--- src/rtl/stage_4_mem.sv ---
// RV32I memory-access stage: data cache handshake, store/load lane formatting,
// pipeline stall generation and the write-back / forward value.
module stage_4_mem #(
  parameter int XLEN           = 32,
  parameter int TIMEOUT_CYCLES = 1024
) (
  input  logic            clk,
  input  logic            rst,
  input  logic            mem_valid,
  input  logic            mem_read,
  input  logic            mem_write,
  input  logic [2:0]      mem_funct3,
  input  logic [XLEN-1:0] mem_alu_out,
  input  logic [XLEN-1:0] mem_rs2_out,
  input  logic            dmem_resp,
  input  logic [XLEN-1:0] dmem_rdata,
  output logic            dmem_read,
  output logic            dmem_write,
  output logic [XLEN-1:0] dmem_address,
  output logic [XLEN-1:0] dmem_wdata,
  output logic [3:0]      dmem_byte_enable,
  output logic            mem_stall,
  output logic            wb_valid,
  output logic [XLEN-1:0] wb_data,
  output logic [XLEN-1:0] mem_forward,
  output logic            misalign,
  output logic            dmem_timeout
);

  localparam logic [1:0] IDLE = 2'd0;
  localparam logic [1:0] BUSY = 2'd1;
  localparam logic [1:0] DONE = 2'd2;
  localparam int CNT_W = $clog2(TIMEOUT_CYCLES + 1);

  logic [1:0]      state;
  logic [CNT_W-1:0] wait_cnt;
  logic [XLEN-1:0] load_data_q;
  logic [2:0]      req_funct3;
  logic [1:0]      req_off;
  logic            req_is_load;

  logic [1:0]      off;
  logic            is_access;
  logic            load_legal;
  logic            store_legal;
  logic            misaligned;
  logic            suppress;
  logic            issue;
  logic [XLEN-1:0] st_wdata;
  logic [3:0]      st_be;
  logic [XLEN-1:0] shifted;
  logic [15:0]     lane_half;
  logic [XLEN-1:0] load_fmt;

  assign off       = mem_alu_out[1:0];
  assign is_access = mem_valid & (mem_read | mem_write);

  always_comb begin
    load_legal  = 1'b0;
    store_legal = 1'b0;
    case (mem_funct3)
      3'b000, 3'b001, 3'b010: begin
        load_legal  = 1'b1;
        store_legal = 1'b1;
      end
      3'b100, 3'b101: load_legal = 1'b1;
      default: ;
    endcase
  end

  // Both read and write set is treated as an illegal encoding.
  assign misaligned = ((mem_funct3[1:0] == 2'b01) & off[0]) |
                      ((mem_funct3[1:0] == 2'b10) & (off != 2'b00));
  assign suppress   = is_access & ((mem_read & mem_write) |
                                   (mem_read ? ~load_legal : ~store_legal) |
                                   misaligned);
  assign issue      = (state == IDLE) & is_access & ~suppress;

  always_comb begin
    st_wdata = mem_rs2_out;
    st_be    = 4'b1111;
    case (mem_funct3[1:0])
      2'b00: begin
        st_wdata = {4{mem_rs2_out[7:0]}};
        st_be    = 4'b0001 << off;
      end
      2'b01: begin
        st_wdata = {2{mem_rs2_out[15:0]}};
        st_be    = 4'b0011 << off;
      end
      default: ;
    endcase
  end

  // Load formatting works from the request captured at issue, not the live inputs.
  assign shifted   = load_data_q >> {req_off, 3'b000};
  assign lane_half = req_off[1] ? load_data_q[31:16] : load_data_q[15:0];

  always_comb begin
    load_fmt = load_data_q;
    case (req_funct3)
      3'b000:  load_fmt = {{(XLEN-8){shifted[7]}}, shifted[7:0]};
      3'b001:  load_fmt = {{(XLEN-16){lane_half[15]}}, lane_half};
      3'b100:  load_fmt = {{(XLEN-8){1'b0}}, shifted[7:0]};
      3'b101:  load_fmt = {{(XLEN-16){1'b0}}, lane_half};
      default: ;
    endcase
  end

  always_comb begin
    mem_stall = 1'b0;
    wb_valid  = 1'b0;
    wb_data   = mem_alu_out;
    misalign  = 1'b0;
    case (state)
      IDLE: begin
        if (suppress) begin
          misalign = 1'b1;
          wb_valid = 1'b1;
          wb_data  = mem_read ? '0 : mem_alu_out;
        end else if (issue) begin
          mem_stall = 1'b1;
        end else begin
          wb_valid = mem_valid;
        end
      end
      BUSY: mem_stall = 1'b1;
      DONE: begin
        wb_valid = 1'b1;
        wb_data  = req_is_load ? load_fmt : mem_alu_out;
      end
      default: ;
    endcase
  end

  assign mem_forward = wb_data;

  always_ff @(posedge clk or negedge rst) begin
    if (!rst) begin
      state            <= IDLE;
      dmem_read        <= 1'b0;
      dmem_write       <= 1'b0;
      dmem_address     <= '0;
      dmem_wdata       <= '0;
      dmem_byte_enable <= 4'b0000;
      wait_cnt         <= '0;
      dmem_timeout     <= 1'b0;
      load_data_q      <= '0;
      req_funct3       <= 3'b000;
      req_off          <= 2'b00;
      req_is_load      <= 1'b0;
    end else begin
      case (state)
        IDLE: begin
          if (issue) begin
            state            <= BUSY;
            dmem_read        <= mem_read;
            dmem_write       <= mem_write;
            dmem_address     <= {mem_alu_out[XLEN-1:2], 2'b00};
            dmem_wdata       <= mem_write ? st_wdata : '0;
            dmem_byte_enable <= mem_write ? st_be : 4'b1111;
            req_funct3       <= mem_funct3;
            req_off          <= off;
            req_is_load      <= mem_read;
            wait_cnt         <= '0;
          end
        end
        BUSY: begin
          if (dmem_resp) begin
            dmem_read   <= 1'b0;
            dmem_write  <= 1'b0;
            load_data_q <= dmem_rdata;
            state       <= DONE;
          end else begin
            // Watchdog only flags the stall; the access keeps waiting.
            if (wait_cnt != CNT_W'(TIMEOUT_CYCLES))
              wait_cnt <= wait_cnt + 1'b1;
            if (wait_cnt == CNT_W'(TIMEOUT_CYCLES - 1))
              dmem_timeout <= 1'b1;
          end
        end
        DONE:    state <= IDLE;
        default: state <= IDLE;
      endcase
    end
  end

endmodule

--- config.mk ---
export PLATFORM = sky130hd
export DESIGN_NAME = stage_4_mem
export DESIGN_NICKNAME = d
export VERILOG_FILES = /design/src/rtl/stage_4_mem.sv
export SDC_FILE = /design/constraint.sdc
export NUM_CORES = 1
export LEC_CHECK = 0
export CAP_MARGIN = 20
export CORE_MARGIN = 4
export CORE_UTILIZATION = 30
export CTS_BUF_LIST = sky130_fd_sc_hd__clkbuf_16
export DETAILED_ROUTE_END_ITERATION = 10
export SLEW_MARGIN = 20
export SYNTH_ARGS = -nofsm -noshare
export SYNTH_HDL_FRONTEND = slang
export SYNTH_SLANG_ARGS = --single-unit
--- constraint.sdc ---
create_clock -name clk -period 2.21 [get_ports clk]
set_input_delay 0.442 -clock clk [delete_from_list [all_inputs] [get_ports clk]]
set_output_delay 0.442 -clock clk [all_outputs]
set_load 0.01 [all_outputs]
Word level (Yosys, flattened, before mapping):

Index checks and enable logic that the tools add are counted.

* bits in registers: 120
* bits in latches: 0
* bits in writable memories: 0
* memory bits (read-only): 0
* bits of input ports: 105
* output and inout port bits: 138
* logic and storage cells: 95
* memories kept: 0

* $add $sub $neg: 1
* multipliers: 0
* divide/modulo/power cells: 0
* $lt $le $gt $ge: 0
* equality and inequality tests: 17
* shift operators: 3
* multiplexer cells: 33
* bitwise gates (word level): 15
* reduce and logical (&&, ||, !) cells: 14

Operators with widths (count)
* two-way mux 32 bit: 4
* case mux 32 bit (2 select lines): 2
* case mux 32 bit (4 select lines): 1
* two-way mux 11 bit: 3
* right shift 32 x 5 -> 8 bit: 1
* case mux 11 bit (2 select lines): 1
* two-way mux 16 bit: 1
* equality test 3 bit, second input constant: 4
* two-way mux 1 bit: 12
* adder 11 x 1 -> 11 bit, second input constant: 1
* equality test 11 x 10 -> 1 bit, second input constant: 1
* inequality test 11 bit, second input constant: 1
* inequality test 2 bit, second input constant: 4
* case mux 1 bit (2 select lines): 4
* case mux 4 bit (2 select lines): 1
* AND 1 bit: 7
* equality test 3 x 1 -> 1 bit, second input constant: 2
* zero test 3 bit: 2
* AND reduction 2 bit: 3
* AND reduction 3 bit: 2
* OR reduction 5 bit: 1
* equality test 2 x 1 -> 1 bit, second input constant: 2
* equality test 2 bit, second input constant: 2
* zero test 2 bit: 2
* other kinds (11): 19

Longest topological paths before layout:

Gate-level depths: netlist of the first run.

* depth in word-level cells: 13
* gate-level depth with buffers: 8
* depth with buffers taken out: 5

Worst setup path after synthesis of the first run:

No wires, ideal clock.

* kind: in2out
* start: input port mem_funct3[0]
* end: output port wb_data[6]
* arrival: 1944 ps
* required time: 1768 ps
* slack: -176 ps
* stages: 7
* buffers on the path: 3
* path through: o31ai_1 o2111ai_1 buf_2 a31oi_1 buf_2 o2bb2ai_1 buf_4

* cells in the longest elaborated chain, start to end: 10
* elaborated cells on any way between the ends: 22
* those cells by class: eq/ne: 6; mux: 5; bitwise: 8; reduce/logical: 3

Ends and longest elaborated chain
* start, declared: line 12 `input logic [2:0] mem_funct3,`
* equality test 3 x 1 -> 1 bit (tied with other cells): line 61 `case (mem_funct3)`
* OR reduction 5 bit (no source line) / OR reduction 3 bit (equally long branches)
* two-way mux 1 bit: line 61
* inverter 1 bit: line 75 `(mem_read ? ~load_legal : ~store_legal) |`
* two-way mux 1 bit: line 75
* OR 1 bit: line 74 `assign suppress = is_access & ((mem_read & mem_write) |`
* OR 1 bit *: line 75
* AND 1 bit *: line 74
* two-way mux 32 bit *: line 117 `if (suppress) begin`
* case mux 32 bit (2 select lines) *: line 115 `case (state)`
* end, declared: line 24 `output logic [XLEN-1:0] wb_data,`

Mark *: on every way between the ends. The rest lies on a longest branch, timed or not.

Worst setup path after layout of the first run:

* start: register load_data_q[31]
* end: output port wb_data[23]

* cells in the longest elaborated chain, start to end: 4
* elaborated cells on any way between the ends: 5
* those cells by class: shift: 1; mux: 4

Ends and longest elaborated chain
* start, declared: line 37 `logic [XLEN-1:0] load_data_q;`
* start signal, assigned: line 172 `load_data_q <= dmem_rdata;`
* right shift 32 x 5 -> 8 bit / two-way mux 16 bit (equally long branches): line 96, 97
* case mux 32 bit (4 select lines) *: line 101 `case (req_funct3)`
* two-way mux 32 bit *: line 130 `wb_data = req_is_load ? load_fmt : mem_alu_out;`
* case mux 32 bit (2 select lines) *: line 115

Marked as above.

==> results of run 1 <==
==> placed cells by master, fill, tap and decap left out, types with 5 or more instances in the layout <==
cell type / synthesis / routed
sky130_fd_sc_hd__a21oi_4: 0 / 5
sky130_fd_sc_hd__buf_6: 2 / 52
sky130_fd_sc_hd__dfrtp_1: 120 / 118
sky130_fd_sc_hd__a221o_1: 18 / 18
sky130_fd_sc_hd__or3_1: 16 / 11
sky130_fd_sc_hd__nor2_1: 7 / 7
sky130_fd_sc_hd__a32o_2: 0 / 5
sky130_fd_sc_hd__or3_4: 0 / 5
sky130_fd_sc_hd__o21ai_0: 89 / 74
sky130_fd_sc_hd__nand2b_1: 8 / 7
sky130_fd_sc_hd__o21ai_4: 0 / 6
sky130_fd_sc_hd__buf_12: 0 / 10
sky130_fd_sc_hd__mux2i_1: 33 / 29
sky130_fd_sc_hd__buf_4: 34 / 52
sky130_fd_sc_hd__o2bb2ai_4: 0 / 7
sky130_fd_sc_hd__a21oi_2: 0 / 5
sky130_fd_sc_hd__mux2_2: 67 / 67
sky130_fd_sc_hd__nand2_1: 40 / 38
sky130_fd_sc_hd__o31ai_1: 17 / 16
sky130_fd_sc_hd__clkdlybuf4s50_1: 0 / 164
sky130_fd_sc_hd__buf_2: 9 / 42
sky130_fd_sc_hd__o21ai_2: 0 / 8
sky130_fd_sc_hd__clkbuf_16: 0 / 18
sky130_fd_sc_hd__a21oi_1: 20 / 10
sky130_fd_sc_hd__inv_1: 12 / 8
==> logic make-up (layout without fill, tap and decap cells) <==
logic type | Yosys count | after routing | share of synthesized area (%)
AO/OA/AOI/OAI | 172 | 173 | 17.5
flip-flops | 120 | 120 | 47.8
AND/OR/NAND/NOR | 99 | 100 | 8.14
multiplexers | 104 | 104 | 18.3
other | 1 | 3 | 0.0597
XOR/XNOR | 1 | 1 | 0.139
adder cells (fa/ha/maj) | 2 | 2 | 0.398
buffers and inverters | 86 | 380 | 7.59
==> layout make-up <==
class | instances | area (um^2)
Inverter | 13 | 52.6
Multi-Input combinational cell | 382 | 3390
Fill cell | 1872 | 9770
Sequential cell | 120 | 3010
Clock buffer | 17 | 425
Timing Repair Buffer | 335 | 3270
Clock inverter | 15 | 178
Tap cell | 270 | 338
Antenna cell | 1 | 2.50
==> metrics by stage <==
stage	power [uW]	worst slack (ns)
global route	10900	-0.545
finish	10400	-0.485
global placement	6640	-0.931
floorplan	4790	-0.0265
CTS	9990	-0.480
detailed placement	6680	-0.962
==> per-layer routing <==
| metal | up-vias | track usage (%) |
|---|---|---|
| li1 | 2702 | - |
| met3 | 28 | 3.98 |
| met4 | 0 | 7.04 |
| met1 | 2975 | 27.2 |
| met5 | - | 0 |
| met2 | 193 | 31.2 |
==> where the power goes <==
part	internal [uW]	switching, uW
Combinational	2290	1840
Clock	1780	1070
Sequential	2850	555
==> worst reg2reg max path: stages (launching register included) <==
cell                       delay (ns)
sky130_fd_sc_hd__dfrtp_1         0.41
sky130_fd_sc_hd__nand2b_4        0.17
sky130_fd_sc_hd__buf_6           0.11
sky130_fd_sc_hd__or3_4           0.36
sky130_fd_sc_hd__or2_4           0.26
sky130_fd_sc_hd__buf_6           0.18
sky130_fd_sc_hd__buf_16          0.19
sky130_fd_sc_hd__a221o_1         0.36
==> cell usage after synthesis (3+ instances only) <==
| master | count |
|---|---|
| sky130_fd_sc_hd__a21o_1 | 3 |
| sky130_fd_sc_hd__a21oi_1 | 20 |
| sky130_fd_sc_hd__a221o_1 | 18 |
| sky130_fd_sc_hd__a32o_1 | 6 |
| sky130_fd_sc_hd__buf_1 | 4 |
| sky130_fd_sc_hd__buf_2 | 9 |
| sky130_fd_sc_hd__buf_4 | 34 |
| sky130_fd_sc_hd__clkbuf_1 | 24 |
| sky130_fd_sc_hd__dfrtp_1 | 120 |
| sky130_fd_sc_hd__inv_1 | 12 |
| sky130_fd_sc_hd__mux2_2 | 67 |
| sky130_fd_sc_hd__mux2_4 | 3 |
| sky130_fd_sc_hd__mux2i_1 | 33 |
| sky130_fd_sc_hd__nand2_1 | 40 |
| sky130_fd_sc_hd__nand2b_1 | 8 |
| sky130_fd_sc_hd__nand3_1 | 5 |
| sky130_fd_sc_hd__nand4_1 | 3 |
| sky130_fd_sc_hd__nor2_1 | 7 |
| sky130_fd_sc_hd__nor2b_1 | 5 |
| sky130_fd_sc_hd__o21ai_0 | 89 |
| sky130_fd_sc_hd__o2bb2ai_1 | 9 |
| sky130_fd_sc_hd__o31ai_1 | 17 |
| sky130_fd_sc_hd__or3_1 | 16 |
==> state kept, by name (all words and copies together), names as in the netlist <==
register	flops
dmem_address	30
dmem_byte_enable	4
dmem_read	1
dmem_timeout	1
dmem_wdata	32
dmem_write	1
load_data_q	32
req_funct3	3
req_is_load	1
req_off	2
state	2
wait_cnt	11
==> final timing paths <==
check | end | slack [ns]
max reg2reg | dmem_read | 0.06
min | req_off[0] | 0.46
max in group asynchronous | req_off[1] | 1.05
min reg2reg | dmem_timeout | 0.47
min in group asynchronous | dmem_address[22] | 0.50
max | wb_data[23] | -0.49
==> timing repair <==
item	4_1_cts	5_1_grt
pin swaps	28	28
hold buffers	1	0
setup buffers	23	9
cloned	4	2
setup endpoints to repair	141	75
resized for setup	394	78
endpoints found under the hold margin	26	0
==> impl_metrics.json, run 1 <==
{
  "run_status": "finished with violations",
  "violations": "negative setup slack",
  "cts.root.buffer_cell": "sky130_fd_sc_hd__clkbuf_16",
  "die_h_um": 153,
  "slowest_stage": "sky130_fd_sc_hd__mux4_2",
  "buffers_plus_inverters_on_the_worst_setup_path": 2,
  "fraction_of_registers_with_async_set_or_reset_after_synthesis_pct": 100,
  "clock_insertion_delay_worst_skew_ns": 0.42,
  "r2r.worst_path.cells": 7,
  "worstSetupEndpointType": "output pin",
  "final.hold.worst_slack_ns": 0.457,
  "drt_iter0_markers": 440,
  "total_die_area_um2": 23300,
  "tritoncts_clock_tree": "yes",
  "synth.largest_area_cell": "sky130_fd_sc_hd__dfrtp_1",
  "totalNegativeSetupSlack_ns": -26.51,
  "floorplan.rows": 52,
  "cellLeakagePower_uw": 0.00455,
  "postSynthAreaPerCell_um2": 10.7,
  "synth.yosys.seq_area_share_pct": 47.8,
  "numPortBuffers": 240,
  "critPathArrivalTime_ns": 2.25,
  "cap_viol_max_count": 0,
  "synth_largest_type_area_fraction_pct": 47.8,
  "synthesis.instances": 585,
  "finish.instance_area_um2": 10700,
  "place_hpwl_um": 16400,
  "clock-sinks": 120,
  "worst_clock_skew_ns": 0.00846,
  "post_synth_main_area_contributors": "sky130_fd_sc_hd__dfrtp_1 (48%), sky130_fd_sc_hd__mux2_2 (12%), sky130_fd_sc_hd__o21ai_0 (7.1%)",
  "clk_transition_reported_paths_ns": 0.06,
  "synth_ff_type": "sky130_fd_sc_hd__dfrtp_1",
  "firstDrtPassIters": 5,
  "vias_per_cell": 5.12,
  "via_count": 5898,
  "core_area_um2": 20400,
  "hold_class": "primary input to flip-flop",
  "timing.final.hold_violations": 0,
  "gp_congestion": 0.804,
  "cp_num_cells": 5,
  "ios": 243,
  "placedCellCount": 1089,
  "critical-path-max-stage-delay_ns": 0.56,
  "final_cycle_utilization_of_the_critical_path_pct": 122,
  "drt_wl_total_um": 24000,
  "regToRegStartpoint": "state[0]",
  "floorplan.initialDensity_pct": 30.8,
  "cts_buffer_depth": 2,
  "critPathTopFamily": "multiplexers",
  "yosys_reg_bits": 120,
  "largest_net_degree_at_the_start_of_global_routing": 57,
  "worst_hold_startpoint": "mem_alu_out[0]",
  "cts-buffers-inserted": 17,
  "dr_wl_cell_um": 20.8,
  "m1WireLength_um": 10800,
  "route.met3.wl_um": 1140,
  "unrepaired_setup_endpoints_after_global_routing": "yes",
  "antenna_found_initial": 1,
  "worst_vdd_rail_ir_drop_mv": 0.512,
  "crit_path_start": "load_data_q[31]",
  "route.antenna.remaining_nets": 0,
  "power_density_nw_per_um2": 974,
  "yosysWarnings": 0,
  "grt_first_pass_wirelength_um": 36200,
  "start_kind": "flip-flop",
  "postLayoutSetupSlackWorst_ns": -0.485,
  "worst_path_required_time_ns": 1.77,
  "global_route.overflow_total": 0,
  "worst_path_cell_chain": "mux4_2, buf_6, o21a_4, a221o_1, buf_2",
  "die_width_um": 153,
  "final_core_utilization_pct": 52.2,
  "post_route_cells_drive_above_1_share_pct": 39.2,
  "final-max-slew-violation-count": 0,
  "synth.lib_cells_used.distinct": 49,
  "detailroute.wirelength.met2_um": 11600,
  "design.final.nets": 976,
  "final_cells": 1153,
  "clock.fmax_mhz": 371,
  "critPathMaxFanout": 8,
  "dpl_cell_area_um2": 9230,
  "finalSetupViolCount": 66,
  "finalWorstPathRequiredPeriod_ns": 2.70,
  "mappedNetlistArea_um2": 6280,
  "synth_enable_flop_cells": 0,
  "route.top_layer_used": "met4",
  "cts.htree.levels": 4,
  "holdPathStages": 3,
  "syn2layout_area_growth_pct": 69.6,
  "drcViolationCount": 0,
  "grt.total_usage_pct": 19.8,
  "criticalPathCategory": "flip-flop to output pin",
  "first_global_vias": 5926
}
Power figures use the tool's default switching activity.
==> run 2: changes to the inputs <==
Settings changed: SLEW_MARGIN 20 to 25.
==> results of run 2 <==
Final layout, timing and power as in run 1 (identical DEF).
